==> src/rtl/nios2_oci_trace_pkg.sv <==
// Shared state encoding, status flags and sizing helpers for the OCI trace capture block.
package nios2_oci_trace_pkg;

  localparam int TOTAL_W = 32;

  typedef enum logic [1:0] {
    IDLE,
    UNPACK,
    FROZEN
  } state_t;

  typedef struct packed {
    logic wrapped;
    logic overflow;
    logic err_count;
    logic truncated;
  } flags_t;

  function automatic int ptr_w(input int depth);
    return $clog2(depth);
  endfunction

endpackage

==> src/rtl/nios2_oci_trace_ram.sv <==
// Simple dual-port capture RAM: synchronous write, registered read (1-cycle latency).
// Contents are never reset; the top masks reads of unwritten entries.
module nios2_oci_trace_ram #(
  parameter int DEPTH   = 64,
  parameter int FIELD_W = 10,
  parameter int AW      = 6
) (
  input  logic               clk,
  input  logic               we,
  input  logic [AW-1:0]      waddr,
  input  logic [FIELD_W-1:0] wdata,
  input  logic [AW-1:0]      raddr,
  output logic [FIELD_W-1:0] rdata
);

  logic [FIELD_W-1:0] mem [DEPTH];

  always_ff @(posedge clk) begin
    if (we) mem[waddr] <= wdata;
    rdata <= mem[raddr];
  end

endmodule

==> src/rtl/nios2_oci_trace_capture.sv <==
// Trace sink: unpacks one field per cycle into a DEPTH-entry buffer, busy (dct_ready=0) while unpacking.
// Freezes on test end and exposes the buffer, oldest first; OCI_TRACE_CHECKSUM_EN adds a running XOR checksum.
module nios2_oci_trace_capture
  import nios2_oci_trace_pkg::*;
#(
  parameter int FIELD_W = 10,
  parameter int SLOTS   = 3,
  parameter int CNT_W   = 4,
  parameter int DEPTH   = 64,
  parameter int WRAP    = 1,
  localparam int PW     = ptr_w(DEPTH)
) (
  input  logic                     clk,
  input  logic                     reset_n,
  input  logic [SLOTS*FIELD_W-1:0] dct_buffer,
  input  logic [CNT_W-1:0]         dct_count,
  input  logic                     dct_valid,
  output logic                     dct_ready,
  input  logic                     test_ending,
  input  logic                     test_has_ended,
  input  logic [PW-1:0]            rd_addr,
  output logic [FIELD_W-1:0]       rd_data,
  output logic                     frozen,
  output logic [PW:0]              fill_level,
  output logic [TOTAL_W-1:0]       total_cnt,
`ifdef OCI_TRACE_CHECKSUM_EN
  output logic [FIELD_W-1:0]       checksum,
`endif
  output logic                     wrapped,
  output logic                     overflow,
  output logic                     err_count,
  output logic                     truncated
);

  localparam logic [CNT_W-1:0] SLOTS_C = CNT_W'(SLOTS);
  localparam logic [CNT_W-1:0] ONE_C   = CNT_W'(1);
  localparam logic [PW:0]      DEPTH_C = (PW+1)'(DEPTH);

  state_t                   state, state_nxt;
  logic                     alive;
  logic [SLOTS*FIELD_W-1:0] word_q;
  logic [CNT_W-1:0]         rem_q;
  logic                     pend_q;
  logic [PW-1:0]            wr_ptr;
  logic [PW:0]              fill;
  logic [TOTAL_W-1:0]       total;
  flags_t                   flags;
  logic                     rd_ok;

  logic                     hs, field_vld, load, cut, full, we, freeze_pend;
  logic [CNT_W-1:0]         k;
  logic [FIELD_W-1:0]       field_dat, ram_rdata;
  logic [PW-1:0]            oldest, raddr;

  assign k           = (dct_count > SLOTS_C) ? SLOTS_C : dct_count;
  assign freeze_pend = pend_q | test_ending;
  assign full        = (fill == DEPTH_C);
  assign we          = field_vld & ((WRAP != 0) | ~full);

  always_ff @(posedge clk or negedge reset_n) begin
    if (!reset_n) begin
      state <= IDLE;
      alive <= 1'b0;
    end else begin
      state <= state_nxt;
      alive <= 1'b1;
    end
  end

  always_comb begin
    state_nxt = state;
    dct_ready = 1'b0;
    hs        = 1'b0;
    field_vld = 1'b0;
    field_dat = dct_buffer[FIELD_W-1:0];
    load      = 1'b0;
    cut       = 1'b0;
    case (state)
      IDLE: begin
        dct_ready = alive;
        hs        = dct_valid & alive;
        field_vld = hs & (k != '0);
        // An immediate freeze still lets field 0 of a same-cycle word land.
        if (test_has_ended) begin
          state_nxt = FROZEN;
          cut       = hs & (k > ONE_C);
        end else if (hs && k > ONE_C) begin
          state_nxt = UNPACK;
          load      = 1'b1;
        end else if (freeze_pend) begin
          state_nxt = FROZEN;
        end
      end
      UNPACK: begin
        field_dat = word_q[FIELD_W-1:0];
        if (test_has_ended) begin
          state_nxt = FROZEN;
          cut       = 1'b1;
        end else begin
          field_vld = 1'b1;
          if (rem_q == ONE_C) state_nxt = freeze_pend ? FROZEN : IDLE;
        end
      end
      FROZEN: ;
      default: state_nxt = IDLE;
    endcase
  end

  always_ff @(posedge clk or negedge reset_n) begin
    if (!reset_n) begin
      word_q <= '0;
      rem_q  <= '0;
      pend_q <= 1'b0;
      wr_ptr <= '0;
      fill   <= '0;
      total  <= '0;
      flags  <= '0;
      rd_ok  <= 1'b0;
    end else begin
      // word_q holds the not-yet-written fields with the next one in the low bits.
      if (load) begin
        word_q <= dct_buffer >> FIELD_W;
        rem_q  <= k - ONE_C;
      end else if (state == UNPACK) begin
        word_q <= word_q >> FIELD_W;
        rem_q  <= rem_q - ONE_C;
      end
      if (test_ending) pend_q <= 1'b1;
      if (hs && dct_count > SLOTS_C) flags.err_count <= 1'b1;
      if (cut) flags.truncated <= 1'b1;
      if (field_vld) begin
        if (total != '1) total <= total + TOTAL_W'(1);
        if (!we) begin
          flags.overflow <= 1'b1;
        end else begin
          wr_ptr <= wr_ptr + PW'(1);
          if (full) flags.wrapped <= 1'b1;
          else      fill <= fill + (PW+1)'(1);
        end
      end
      rd_ok <= (state == FROZEN) && ({1'b0, rd_addr} < fill);
    end
  end

  // Once wrapped, the write pointer sits on the oldest surviving entry.
  assign oldest = ((WRAP != 0) && flags.wrapped) ? wr_ptr : '0;
  assign raddr  = rd_addr + oldest;

  nios2_oci_trace_ram #(
    .DEPTH   (DEPTH),
    .FIELD_W (FIELD_W),
    .AW      (PW)
  ) u_ram (
    .clk   (clk),
    .we    (we),
    .waddr (wr_ptr),
    .wdata (field_dat),
    .raddr (raddr),
    .rdata (ram_rdata)
  );

`ifdef OCI_TRACE_CHECKSUM_EN
  logic [FIELD_W-1:0] csum;
  always_ff @(posedge clk or negedge reset_n) begin
    if (!reset_n)  csum <= '0;
    else if (we)   csum <= csum ^ field_dat;
  end
  assign checksum = csum;
`endif

  assign rd_data    = rd_ok ? ram_rdata : '0;
  assign frozen     = (state == FROZEN);
  assign fill_level = fill;
  assign total_cnt  = total;
  assign wrapped    = flags.wrapped;
  assign overflow   = flags.overflow;
  assign err_count  = flags.err_count;
  assign truncated  = flags.truncated;

endmodule
==> config.mk <==
export PLATFORM = sky130hd
export DESIGN_NAME = nios2_oci_trace_capture
export DESIGN_NICKNAME = d
export VERILOG_FILES = /design/src/rtl/nios2_oci_trace_pkg.sv /design/src/rtl/nios2_oci_trace_ram.sv /design/src/rtl/nios2_oci_trace_capture.sv
export SDC_FILE = /design/constraint.sdc
export NUM_CORES = 1
export LEC_CHECK = 0
export BUFFER_PORTS_ARGS = -buffer_cell sky130_fd_sc_hd__clkbuf_2
export CAP_MARGIN = 0
export CORE_MARGIN = 3
export CORE_UTILIZATION = 62
export CTS_CLUSTER_SIZE = 14
export DETAILED_ROUTE_END_ITERATION = 6
export GPL_TIMING_DRIVEN = 0
export PLACE_DENSITY_LB_ADDON = 0.05
export SYNTH_ARGS = -nofsm -noshare
export SYNTH_HDL_FRONTEND = slang
export SYNTH_SLANG_ARGS = --single-unit
==> constraint.sdc <==
create_clock -name clk -period 4.1 [get_ports clk]
set_input_delay 0.82 -clock clk [delete_from_list [all_inputs] [get_ports clk]]
set_output_delay 0.82 -clock clk [all_outputs]
set_load 0.01 [all_outputs]
# Word-level counts from Yosys, hierarchy flattened
# Memory sizes are Yosys's and may differ from the RTL's. A register that Yosys moved wholly into a read port is not among the register bits.
# Cells that the tools add are included.
# word_totals
reg_bits	87
latchBits	0
ram_bits	640
rom_bits	0
inputBits	45
output_inout_bits	55
mem_count	1
# classes
addsub	6
mul	0
div_mod_pow	0
order_cmp	3
n_eq_ne	7
n_shift	0
muxes	27
bitwise	6
n_reduce_logical	10
# memory_table
memory	words	word_bits	read_ports	rd_clocked_by_memory_dff	wr	line	text
u_ram.mem	64	10	1	1	1	nios2_oci_trace_ram.sv:16	logic [FIELD_W-1:0] mem [DEPTH];
# op_table
cell	n
2-to-1 mux 30 bit	2
adder 32 x 1 -> 32 bit (second input constant)	1
!= test 32 bit (second input constant)	1
2-to-1 mux 10 bit	2
2-to-1 mux 2 bit	6
2-to-1 mux 4 bit	3
2-to-1 mux 1 bit	10
subtractor 4 x 1 -> 4 bit (second input constant)	2
adder 7 x 1 -> 7 bit (second input constant)	1
equality test 7 bit (second input constant)	1
less-than comparator 6 x 7 -> 1 bit	1
adder 6 x 1 -> 6 bit (second input constant)	1
adder 6 bit	1
2-to-1 mux 6 bit	1
case mux 2 bit (3 select lines)	1
AND reduction 2 bit	3
equality test 4 x 1 -> 1 bit (second input constant)	1
greater-than comparator 4 x 1 -> 1 bit (second input constant)	1
greater-than comparator 4 x 2 -> 1 bit (second input constant)	1
!= test 4 bit (second input constant)	1
case mux 1 bit (2 select lines)	2
nonzero test 4 bit	1
AND 1 bit	3
logical AND 1 bit	3
other kinds (8)	9

# Longest topological paths before layout
# Gate-level depths: netlist (run 1).
# depth
ltp_word	8
mapped_depth	12
ltp_nobuf	9

# Modules after synthesis
# Synthesis (run 1) repeated with hierarchy kept, for this count alone.
# hier_totals
cells_unflattened	1533
hier_area_um2	29249.3
# modules_own_cells
module	instances	cells_each	area_per_inst_um2	seq_area_each_um2
nios2_oci_trace_ram	1	1118	25101.6	19418.6
nios2_oci_trace_capture	1	415	4147.7	1926.8

# Worst setup path after synthesis (run 1)
# No wires, ideal clock.
# synth_timing
path_type	input port to flip-flop
start	input port rd_addr[0]
end	register u_ram.rdata[0], read port of u_ram.mem
arrival_time_ns	3.203
required_time_ns	3.940
setup_slack_ns	0.737
cell_stages	10
path_cell_list	ha_1 -> inv_1 -> fa_1 -> clkbuf_1 -> buf_2 -> clkbuf_1 -> mux4_2 -> mux4_2 -> mux2i_1 -> mux2i_1
# synth_via
elab_chain_len	1
# synth_lines
element	line	text
from (decl)	nios2_oci_trace_capture.sv:21	input logic [PW-1:0] rd_addr,
adder 6 bit	nios2_oci_trace_capture.sv:147	assign raddr = rd_addr + oldest;
to (decl)	nios2_oci_trace_ram.sv:13	output logic [FIELD_W-1:0] rdata
# Every way passes these cells.
# A chain may end at the register's enable or synchronous reset.

# Worst setup path in the final report (run 1)
# layout_timing
start	input port dct_count[3]
end	memory u_ram.mem[41][2], enable pin
# layout_via
elab_chain_len	7
# layout_lines
element	line	text
from (decl)	nios2_oci_trace_capture.sv:16	input logic [CNT_W-1:0] dct_count,
greater-than comparator 4 x 2 -> 1 bit	nios2_oci_trace_capture.sv:55	assign k = (dct_count > SLOTS_C) ? SLOTS_C : dct_count;
2-to-1 mux 4 bit *	nios2_oci_trace_capture.sv:55	
nonzero test 4 bit *	nios2_oci_trace_capture.sv:82	field_vld = hs & (k != '0);
AND 1 bit *	nios2_oci_trace_capture.sv:82	
case mux 1 bit (2 select lines) *	nios2_oci_trace_capture.sv:78	case (state)
2-to-1 mux 1 bit *	nios2_oci_trace_ram.sv:19	if (we) mem[waddr] <= wdata;
2-to-1 mux 1 bit (implied by the code) *	nios2_oci_trace_ram.sv:19	
to (decl)	nios2_oci_trace_ram.sv:16	
# Mark *: on every way between the ends. The rest lies on a longest branch, timed or not.

==> results.md, run 1 <==
- Synth Flop Type: edfxtp_1
- Syn Nets: 1501
- Data arrival, critical path: 4.39 ns
- Global-route wire length before repair: 94810 um
- Most frequent cells in the layout: edfxtp_1, mux4_2, clkbuf_2, nand2_1, clkbuf_16
- Tightest Pin Transition: 1.158 ns
- Starting Density: 0.6319
- Leading area contributor after synthesis: edfxtp_1
- Share of cells above drive strength 1: 0.3145
- Final period utilization: 1.019
- RSZ-0062 raised after global routing: yes
- Antenna-violating nets left: 0
- Area Growth Syn to Fin: 14.21%
- Flop and latch count out of synthesis: 727
- Vias in the first global route: 14704
- Drc violations: 0
- Final clock skew: 0.02191 ns
- Max Root-Sink Buffers: 3
- Setup_tns: -3.744 ns
- Starting DRC count in detailed routing: 1483
- WL per Instance: 27.77 um
- Worst-Skew Late Latency: 0.61 ns
- Setup violators final: 110
- Post-Syn Instances: 1436
- Num Clock Sinks: 727
- HP Class: input port to async pin
- Core Area: 45670 um^2
- RePlAce Congestion: 0.8079
- Failing checks: setup timing
- Global route overflow: 0
- Yosys top cell area share: 0.6659
- CP Launch Type: input port
- I/O Buffers: 98
- Power, Total: 15.48 mW
- Post-synth design cell area: 28860 um^2
- Initial antenna violation count: 0
- Htree depth: 3
- Distinct cells, synth: 52
- Io pins: 100
- R2R depth: 10
- FP Rows: 78
- Die Wd: 221.8 um
- Max-cap viol count: 0
- P_leak: 11.17 nW
- Worst path top cell family by delay: simple AND/OR/NAND/NOR gates
- Crit path buf inv count: 2
- Commonest non-fill, non-tap cell in the layout: edfxtp_1
- Pin count of the biggest net entering global routing: 62
- Crit path kind: input port to register
- Worst r2r dst: u_ram.rdata[9]$_DFF_P_
- Relative slew slack: 0.2255
- Worst vdd ir: 0.3607 mV
- CTS tree: done
- Reg2reg start: wr_ptr[0]$_DFFE_PN0P_
- Cell Area, Placed: 30360 um^2
- Sequential share of the synthesized area: 0.7396
- Area contributors post-synth: edfxtp_1, mux4_2, dfrtp_1
- Worst Path Required: 4.31 ns
- Clock transition at the registers of the reported paths: 0.06 ns
- Flop2flop setup slack: 0.04 ns
- Final Hold Vio Count: 0
- TritonCTS Buffers: 73
- Finished Cell Area: 32960 um^2
- Via density: 6.321
- Worst Setup End Kind: register
- Max-slew violations: 0
- PnR worst setup slack: -0.07652 ns
- Clock root cell: clkbuf_16
- Antenna Cells: 0
- Fmax: 0.2394 GHz
- Post-synth EDFFs: 640
- Detailed Place HPWL: 40120 um
- Post-route minimum period: 4.177 ns
- Die height: 221.8 um
- Cell Chain, Critical Path: clkbuf_2 -> or3_1 -> inv_1 -> ha_1 -> nand4bb_1 -> a21oi_1 -> nor2b_1 -> nand3b_1 -> nor2_1
- Mean Syn Cell Area: 20.10 um^2
- Via count: 14425
- Ys async rst share: 0.1059
- Die ar.: 49170 um^2
- Fill cells: 2736
- Max stage delay on crit path: 1.08 ns
- P per Cell Area: 469.7 nW/um^2
- DR pass1 iterations: 5
- Outcome: finished with violations
- CP max FO: 10
- Drt total wl: 63370 um
- Total GRT Usage: 0.2642
- Slowest cell on the critical path: nor2_1
- Nets: 1687
- YS warnings: 0
[Yosys cell counts (6+ instances only)]
cell,n
nand3_1,19
mux4_2,200
inv_1,18
and2_1,19
a22oi_1,10
dfxtp_1,10
and4_1,6
nor2_1,76
a21oi_1,7
ha_1,19
mux2i_1,30
xor2_1,8
buf_4,10
buf_1,6
buf_2,13
xnor2_1,40
and3_1,7
edfxtp_1,640
o21ai_0,11
nand2_1,95
dfrtp_1,77
nand4_1,14
clkbuf_1,41
[per-layer routing]
layer	wire (um)	vias to the layer above	global-route usage
li1	-	6170	-
met2	31120	625	0.4189
met3	5308	77	0.05971
met5	0	-	0
met1	25710	7553	0.3811
met4	1232	0	0.07327
[sequential cells by signal, summed over array words and instances, names as in the netlist, 2 cells and up]
name         cells
total_cnt       32
fill_level       7
u_ram.mem      640
wr_ptr           6
word_q          20
rem_q            4
state            2
u_ram.rdata     10
[what timing repair did]
action / in CTS / in global routing
gates resized for setup: 34 / 33
hold endpoints to repair: 0 / 0
hold buffers: 0 / 0
buffers inserted: 2 / 2
pin swaps: 0 / 1
endpoints found under the setup margin: 235 / 468
[power breakdown]
part,internal [mW],switching (mW)
sequential,8.10,0.0372
clock,3.89,2.68
combinational,0.323,0.444
[logic make-up after synthesis]
logic type      after synthesis  synth area share
flops                       727            0.7396
simple gates                269           0.04400
mux                         233            0.1676
buf+inv                      90           0.01409
xor+xnor                     48           0.01457
compound gates               47           0.01088
fa+ha+maj                    20          0.008931
other cells                   2         0.0002602
[stage by stage]
step | hold slack (ns) | util | instances | setup WS [ns]
floorplan | 0.4351 | - | 1436 | 0.7371
global placement | 0.4534 | 0.6591 | 2134 | -0.8209
detailed placement | 0.4592 | 0.6646 | 2145 | -0.8850
CTS | 0.09831 | 0.7192 | 2281 | -0.2753
global route | 0.1126 | 0.7216 | 2282 | -0.2052
finish | 0.1164 | 0.7216 | 2282 | -0.07652
[area by class of cell]
cell class	count	area [um^2]	share of cell area
Sequential cell	727	21350	0.6476
Multi-Input combinational cell	619	7303	0.2216
Tap cell	600	750.7	0.02278
Buffer	70	346.6	0.01052
Inverter	18	67.56	0.002050
Clock buffer	104	2140	0.06491
Timing Repair Buffer	113	750.7	0.02278
Clock inverter	31	256.5	0.007782
[how the worst max path moves through the flow]
stage                       startpoint                    endpoint  slack (ns)  depth (start not counted)
after global placement    dct_count[3]  u_ram.mem[54][5]$_DFFE_PP_       -0.82                          9
after global routing      dct_count[2]  u_ram.mem[33][3]$_DFFE_PP_       -0.21                          9
final                     dct_count[3]  u_ram.mem[41][2]$_DFFE_PP_       -0.08                          9
after floorplan             rd_addr[0]      u_ram.rdata[0]$_DFF_P_        0.74                         10
after detailed placement  dct_count[2]  u_ram.mem[29][9]$_DFFE_PP_       -0.88                          9
after CTS                 dct_count[2]  u_ram.mem[54][6]$_DFFE_PP_       -0.28                          9
(Power assumes the default switching activity.)
==> run 2, diff against run 1 <==
--- a/config.mk
+++ b/config.mk
@@ -13,6 +13,7 @@
 export DETAILED_ROUTE_END_ITERATION = 6
 export GPL_TIMING_DRIVEN = 0
 export PLACE_DENSITY_LB_ADDON = 0.05
+export SETUP_SLACK_MARGIN = 0.1
 export SYNTH_ARGS = -nofsm -noshare
 export SYNTH_HDL_FRONTEND = slang
 export SYNTH_SLANG_ARGS = --single-unit
==> run 2 against run 1 <==
Compared with the run above: the run ends with DRC, setup timing left; non-clock buffer count increased by 9; die area unchanged; power barely moved; count of clock-buffer cells in the layout unchanged; first-iteration DRC count fell by 2.9%; clock power barely moved; clock skew rose by 0.0019 ns; sequential cell count did not move; critical path type unchanged; critical endpoint is now u_ram.mem[19][5]$_DFFE_PP_.
==> results.md, run 2 (synthesized netlist as in run 1, its figures left out) <==
- P per Cell Area: 467.2 nW/um^2 (-0.55%)
- Worst vdd ir: 0.3590 mV (-0.49%)
- Starting DRC count in detailed routing: 1440 (-2.9%)
- Area Growth Syn to Fin: 14.76%
- Die Wd: 221.8 um (unchanged)
- Worst setup startpoint: dct_count[3]
- Num Clock Sinks: 727 (unchanged)
- Commonest non-fill, non-tap cell in the layout: edfxtp_1
- Reg2reg start: wr_ptr[0]$_DFFE_PN0P_
- Detailed Place HPWL: 40120 um (unchanged)
- Post-route minimum period: 4.122 ns (-0.05461 ns)
- Via density: 6.312 (-0.15%)
- Max-slew violations: 0 (unchanged)
- Vias in the first global route: 14765 (+0.41%)
- Flop2flop setup slack: 0.14 ns (+0.10 ns)
- Core Area: 45670 um^2 (unchanged)
- Met3 usage: 0.05878 (-0.0009268)
- WL per Instance: 27.72 um (-0.20%)
- Pin count of the biggest net entering global routing: 62 (unchanged)
- Global route overflow: 0 (unchanged)
- Largest register FFs: 640 (unchanged)
- Die height: 221.8 um (unchanged)
- Tightest Pin Transition: 1.163 ns (+0.004275 ns)
- Data arrival, critical path: 4.34 ns (-0.05 ns)
- Setup violators final: 20 (-82%)
- I/O Buffers: 98 (unchanged)
- CTS tree: done
- Starting Density: 0.6319 (unchanged)
- Die ar.: 49170 um^2 (unchanged)
- CP max FO: 10 (unchanged)
- Worst r2r dst: u_ram.rdata[2]$_DFF_P_
- PnR worst setup slack: -0.02190 ns (+0.05461 ns)
- Final std cells w/o fill: 2291 (+0.39%)
- Relative slew slack: 0.2228 (-0.002719)
- Cell Area, Placed: 30360 um^2 (unchanged)
- Io pins: 100 (unchanged)
- Total GRT Usage: 0.2646 (+0.0003866)
- Max Root-Sink Buffers: 3 (unchanged)
- RePlAce Congestion: 0.8079 (unchanged)
- Worst Setup End Kind: register
- Largest register by flop count: u_ram.mem
- Global-route wire length before repair: 94990 um (+0.19%)
- Most Crowded Layer GR: met2
- Antenna-violating nets left: 0 (unchanged)
- FP Rows: 78 (unchanged)
- Clock transition at the registers of the reported paths: 0.06 ns (about the same)
- Final period utilization: 1.005 (-0.01332)
- Initial antenna violation count: 1 (+1)
- Drc violations: 1 (+1)
- M2 GR Usage: 0.4146 (-0.004296)
- Antenna Cells: 0 (unchanged)
- Final Util: 0.7252 (+0.003506)
- Hold-fix buffers at CTS: 0 (unchanged)
- Worst-Skew Late Latency: 0.60 ns (about the same)
- Share of cells above drive strength 1: 0.3312 (+0.01666)
- Via count: 14460 (+0.24%)
- Drt total wl: 63500 um (+0.20%)
- R2R depth: 12 (+2)
- TritonCTS Buffers: 73 (unchanged)
- Final clock skew: 0.02376 ns (+0.001853 ns)
- HP Class: input port to async pin
- P_leak: 11.23 nW (+0.48%)
- Max-cap viol count: 0 (unchanged)
- CP Launch Type: input port
- Worst Path Required: 4.32 ns (about the same)
- Finished Cell Area: 33120 um^2 (+0.49%)
- Htree depth: 3 (unchanged)
- DP Cell Count: 2145 (unchanged)
- DR pass1 iterations: 7 (+2)
- Most frequent cells in the layout: edfxtp_1, mux4_2, clkbuf_2, nand2_1, clkbuf_16
- Crit path kind: input port to register
- Fmax: 0.2426 GHz (+1.3%)
- RSZ-0062 raised after global routing: yes
- Nets: 1696 (+0.53%)
- Outcome: finished with violations
- GR Util met1: 0.3849 (+0.003827)
- Failing checks: DRC, setup timing
- Final Hold Vio Count: 0 (unchanged)
- Clock root cell: clkbuf_16
run 2: area by class of cell:
| type | count | area, um^2 |
|---|---|---|
| well taps | 600 | 750.7 |
| plain buffers | 72 | 374.1 |
| flip-flops and latches | 727 | 21350 |
| clock inverters | 31 | 256.5 |
| fillers | 2706 | 12550 |
| repair buffers | 120 | 803.3 |
| clock buffers | 104 | 2140 |
| inverters | 18 | 67.56 |
| multi-input cells | 619 | 7383 |
run 2: routing by layer:
metal	routed length, um	part of all wire
met1	25470	0.40
met2	30820	0.49
met3	5595	0.088
met4	1599	0.025
met5	11	0.00017
run 2: worst max-delay path by stage:
stage                                      end  slack [ns]  cells after the start
floorplan               u_ram.rdata[0]$_DFF_P_        0.74                     10
global placement    u_ram.mem[54][5]$_DFFE_PP_       -0.82                      9
detailed placement  u_ram.mem[29][9]$_DFFE_PP_       -0.88                      9
CTS                 u_ram.mem[52][5]$_DFFE_PP_       -0.09                      9
global route        u_ram.mem[19][5]$_DFFE_PP_       -0.19                      9
finish              u_ram.mem[19][5]$_DFFE_PP_       -0.02                      9
run 2: what timing repair did:
item / 4_1_cts / 5_1_grt
endpoints found under the setup margin: 450 / 404
resized for setup: 69 / 35
buffers inserted: 6 / 5
pin swaps: 2 / 1
run 2: worst max-delay path, cell delays in order:
cell and delay (ns):
clkbuf_2 0.10, or3_1 0.17, inv_1 0.09, ha_1 0.17, nand4bb_1 0.17, a21oi_1 0.69
nor2b_1 0.34, nand3_1 0.87, nor2_2 0.89
run 2: report_power, final:
group / switching, mW / internal, mW
logic: 0.449 / 0.325
clock network: 2.67 / 3.89
registers: 0.0342 / 8.11
run 2: metrics by stage:
stage | setup slack [ns] | hold slack, ns | setup TNS [ns] | total power, mW
2_1_floorplan | 0.7371 | 0.4351 | 0 | 8.743
3_3_place_gp | -0.8209 | 0.4534 | -356.40 | 9.025
3_5_place_dp | -0.8850 | 0.4592 | -391.27 | 9.058
4_1_cts | -0.08920 | 0.09831 | -3.486 | 15.57
5_1_grt | -0.1911 | 0.1125 | -13.89 | 15.95
6_report | -0.02190 | 0.1202 | -0.1990 | 15.47
==> run 3, diff against run 2 <==
--- a/config.mk
+++ b/config.mk
@@ -14,6 +14,7 @@
 export GPL_TIMING_DRIVEN = 0
 export PLACE_DENSITY_LB_ADDON = 0.05
 export SETUP_SLACK_MARGIN = 0.1
+export SKIP_CTS_REPAIR_TIMING = 1
 export SYNTH_ARGS = -nofsm -noshare
 export SYNTH_HDL_FRONTEND = slang
 export SYNTH_SLANG_ARGS = --single-unit
==> run 3 against run 2 <==
Compared with the run above: the run ends with setup timing left; global-route usage decreased by 0.058 points; sequential share of layout area grew 0.073 points; non-clock buffer count is 2 higher; wire length decreased by 0.28%; power is essentially flat; die area unchanged; critical path depth unchanged; hold slack worse by 0.00052 ns; first-iteration DRC count grew 1.6%; maximum frequency decreased by 5.1%; sequential power about the same; critical path type unchanged.
==> results.md, run 3 (synthesized netlist as in run 1, its figures left out) <==
- Power, Total: 15.47 mW (about the same)
- Final std cells w/o fill: 2293 (+0.087%)
- Initial antenna violation count: 1 (unchanged)
- Min Hold Slack: 0.1197 ns (-0.0005170 ns)
- PnR worst setup slack: -0.2445 ns (-0.2226 ns)
- Tightest Pin Transition: 1.120 ns (-0.04291 ns)
- Failing checks: setup timing
- Worst vdd ir: 0.3606 mV (+0.46%)
- Max Root-Sink Buffers: 3 (unchanged)
- Outcome: finished with violations
- Nets: 1698 (+0.12%)
- Via count: 14480 (+0.14%)
- Largest register FFs: 640 (unchanged)
- Via density: 6.315 (about the same)
- WL per Instance: 27.61 um (-0.37%)
- Core Area: 45670 um^2 (unchanged)
- Data arrival, critical path: 4.56 ns (+0.22 ns)
- Die ar.: 49170 um^2 (unchanged)
- Post-route minimum period: 4.344 ns (+0.2226 ns)
- Pin count of the biggest net entering global routing: 62 (unchanged)
- Max-cap viol count: 0 (unchanged)
- TritonCTS Buffers: 73 (unchanged)
- CP Launch Type: input port
- DP Cell Count: 2145 (unchanged)
- Crit path kind: input port to register
- Global route overflow: 0 (unchanged)
- Clock root cell: clkbuf_16
- Die Wd: 221.8 um (unchanged)
- Worst Path Required: 4.31 ns (about the same)
- Area Growth Syn to Fin: 14.63%
- Relative slew slack: 0.2515 (+0.02869)
- Antenna-violating nets left: 0 (unchanged)
- CTS tree: done
- Final Hold Vio Count: 0 (unchanged)
- Largest register by flop count: u_ram.mem
- Final clock skew: 0.02284 ns (-0.0009236 ns)
- Worst-Skew Late Latency: 0.60 ns (about the same)
- HP Class: input port to async pin
- Starting Density: 0.6319 (unchanged)
- Share of cells above drive strength 1: 0.3213 (-0.009842)
- Setup violators final: 50 (+150%)
- RSZ-0062 raised after global routing: yes
- Total GRT Usage: 0.2640 (-0.0005808)
- Most frequent cells in the layout: edfxtp_1, mux4_2, clkbuf_2, nand2_1, clkbuf_16
- Io pins: 100 (unchanged)
- P per Cell Area: 467.7 nW/um^2 (+0.11%)
- Drc violations: 0 (-1)
- Detailed Place HPWL: 40120 um (unchanged)
- Htree depth: 3 (unchanged)
- Antenna Cells: 0 (unchanged)
- Vias in the first global route: 14714 (-0.35%)
- Starting DRC count in detailed routing: 1463 (+1.6%)
- Num Clock Sinks: 727 (unchanged)
- Clock transition at the registers of the reported paths: 0.06 ns (about the same)
- Worst Setup End Kind: register
- DR pass1 iterations: 5 (-2)
- CP max FO: 10 (unchanged)
- RePlAce Congestion: 0.8079 (unchanged)
- FP Rows: 78 (unchanged)
- Fmax: 0.2302 GHz (-5.1%)
- Drt total wl: 63320 um (-0.28%)
- Commonest non-fill, non-tap cell in the layout: edfxtp_1
- Die height: 221.8 um (unchanged)
- Global-route wire length before repair: 94720 um (-0.28%)
- Max-slew violations: 0 (unchanged)
- Final period utilization: 1.060 (+0.05429)
- P_leak: 11.24 nW (+0.10%)
- I/O Buffers: 98 (unchanged)
run 3: through the flow:
stage / utilization / cell area, um^2 / setup WS (ns) / TNS, ns
final: 0.7243 / 33080 / -0.2445 / -10.04
after CTS: 0.7171 / 32750 / -0.7035 / -43.38
after global routing: 0.7243 / 33080 / -0.3769 / -19.20
after detailed placement: 0.6646 / 30360 / -0.8850 / -391.27
after global placement: 0.6591 / 30100 / -0.8209 / -356.40
after floorplan: - / 28860 / 0.7371 / 0
run 3: area by class of cell:
cell class                 count  area (um^2)
buffer                        72        376.6
clock buffer                 104         2140
clock inverter                31        256.5
fill                        2721        12590
inverter                      18        67.56
multi-input combinational    619         7328
sequential                   727        21350
tap                          600        750.7
timing repair buffer         122        818.3
run 3: report_power, final:
part	internal [mW]	total, mW	switching, mW
logic	0.325	0.772	0.447
registers	8.11	8.14	0.0339
clock network	3.89	6.56	2.67
run 3: critical path, stage by stage:
cell       delay [ns]
clkbuf_2         0.10
or3_1            0.17
inv_1            0.09
ha_1             0.17
nand4bb_1        0.17
a21oi_1          0.68
nor2b_1          0.35
nand3_1          0.85
nor2_1           1.14
run 3: final timing paths:
| check | start | end | slack, ns | cells after the start |
|---|---|---|---|---|
| max in group asynchronous | reset_n | word_q[18]$_DFFE_PN0P_ | 3.38 | 2 |
| worst min-delay path | reset_n | total_cnt[31]$_DFFE_PN0P_ | 0.12 | 1 |
| worst max-delay path | dct_count[2] | u_ram.mem[35][3]$_DFFE_PP_ | -0.24 | 9 |
| worst max register to register | state[0]$_DFFE_PN0P_ | u_ram.mem[35][3]$_DFFE_PP_ | 0.12 | 6 |
| worst min register to register | word_q[1]$_DFFE_PN0P_ | word_q[1]$_DFFE_PN0P_ | 0.48 | 2 |
| min in group clk | dct_buffer[21] | word_q[11]$_DFFE_PN0P_ | 0.42 | 3 |
run 3: per-layer routing:
layer | vias up | wire [um] | global-route usage
met5 | - | 11 | 0
met4 | 2 | 1273 | 0.07327
met3 | 89 | 5856 | 0.06090
met2 | 657 | 31060 | 0.4178
met1 | 7530 | 25120 | 0.3806
li1 | 6202 | - | -
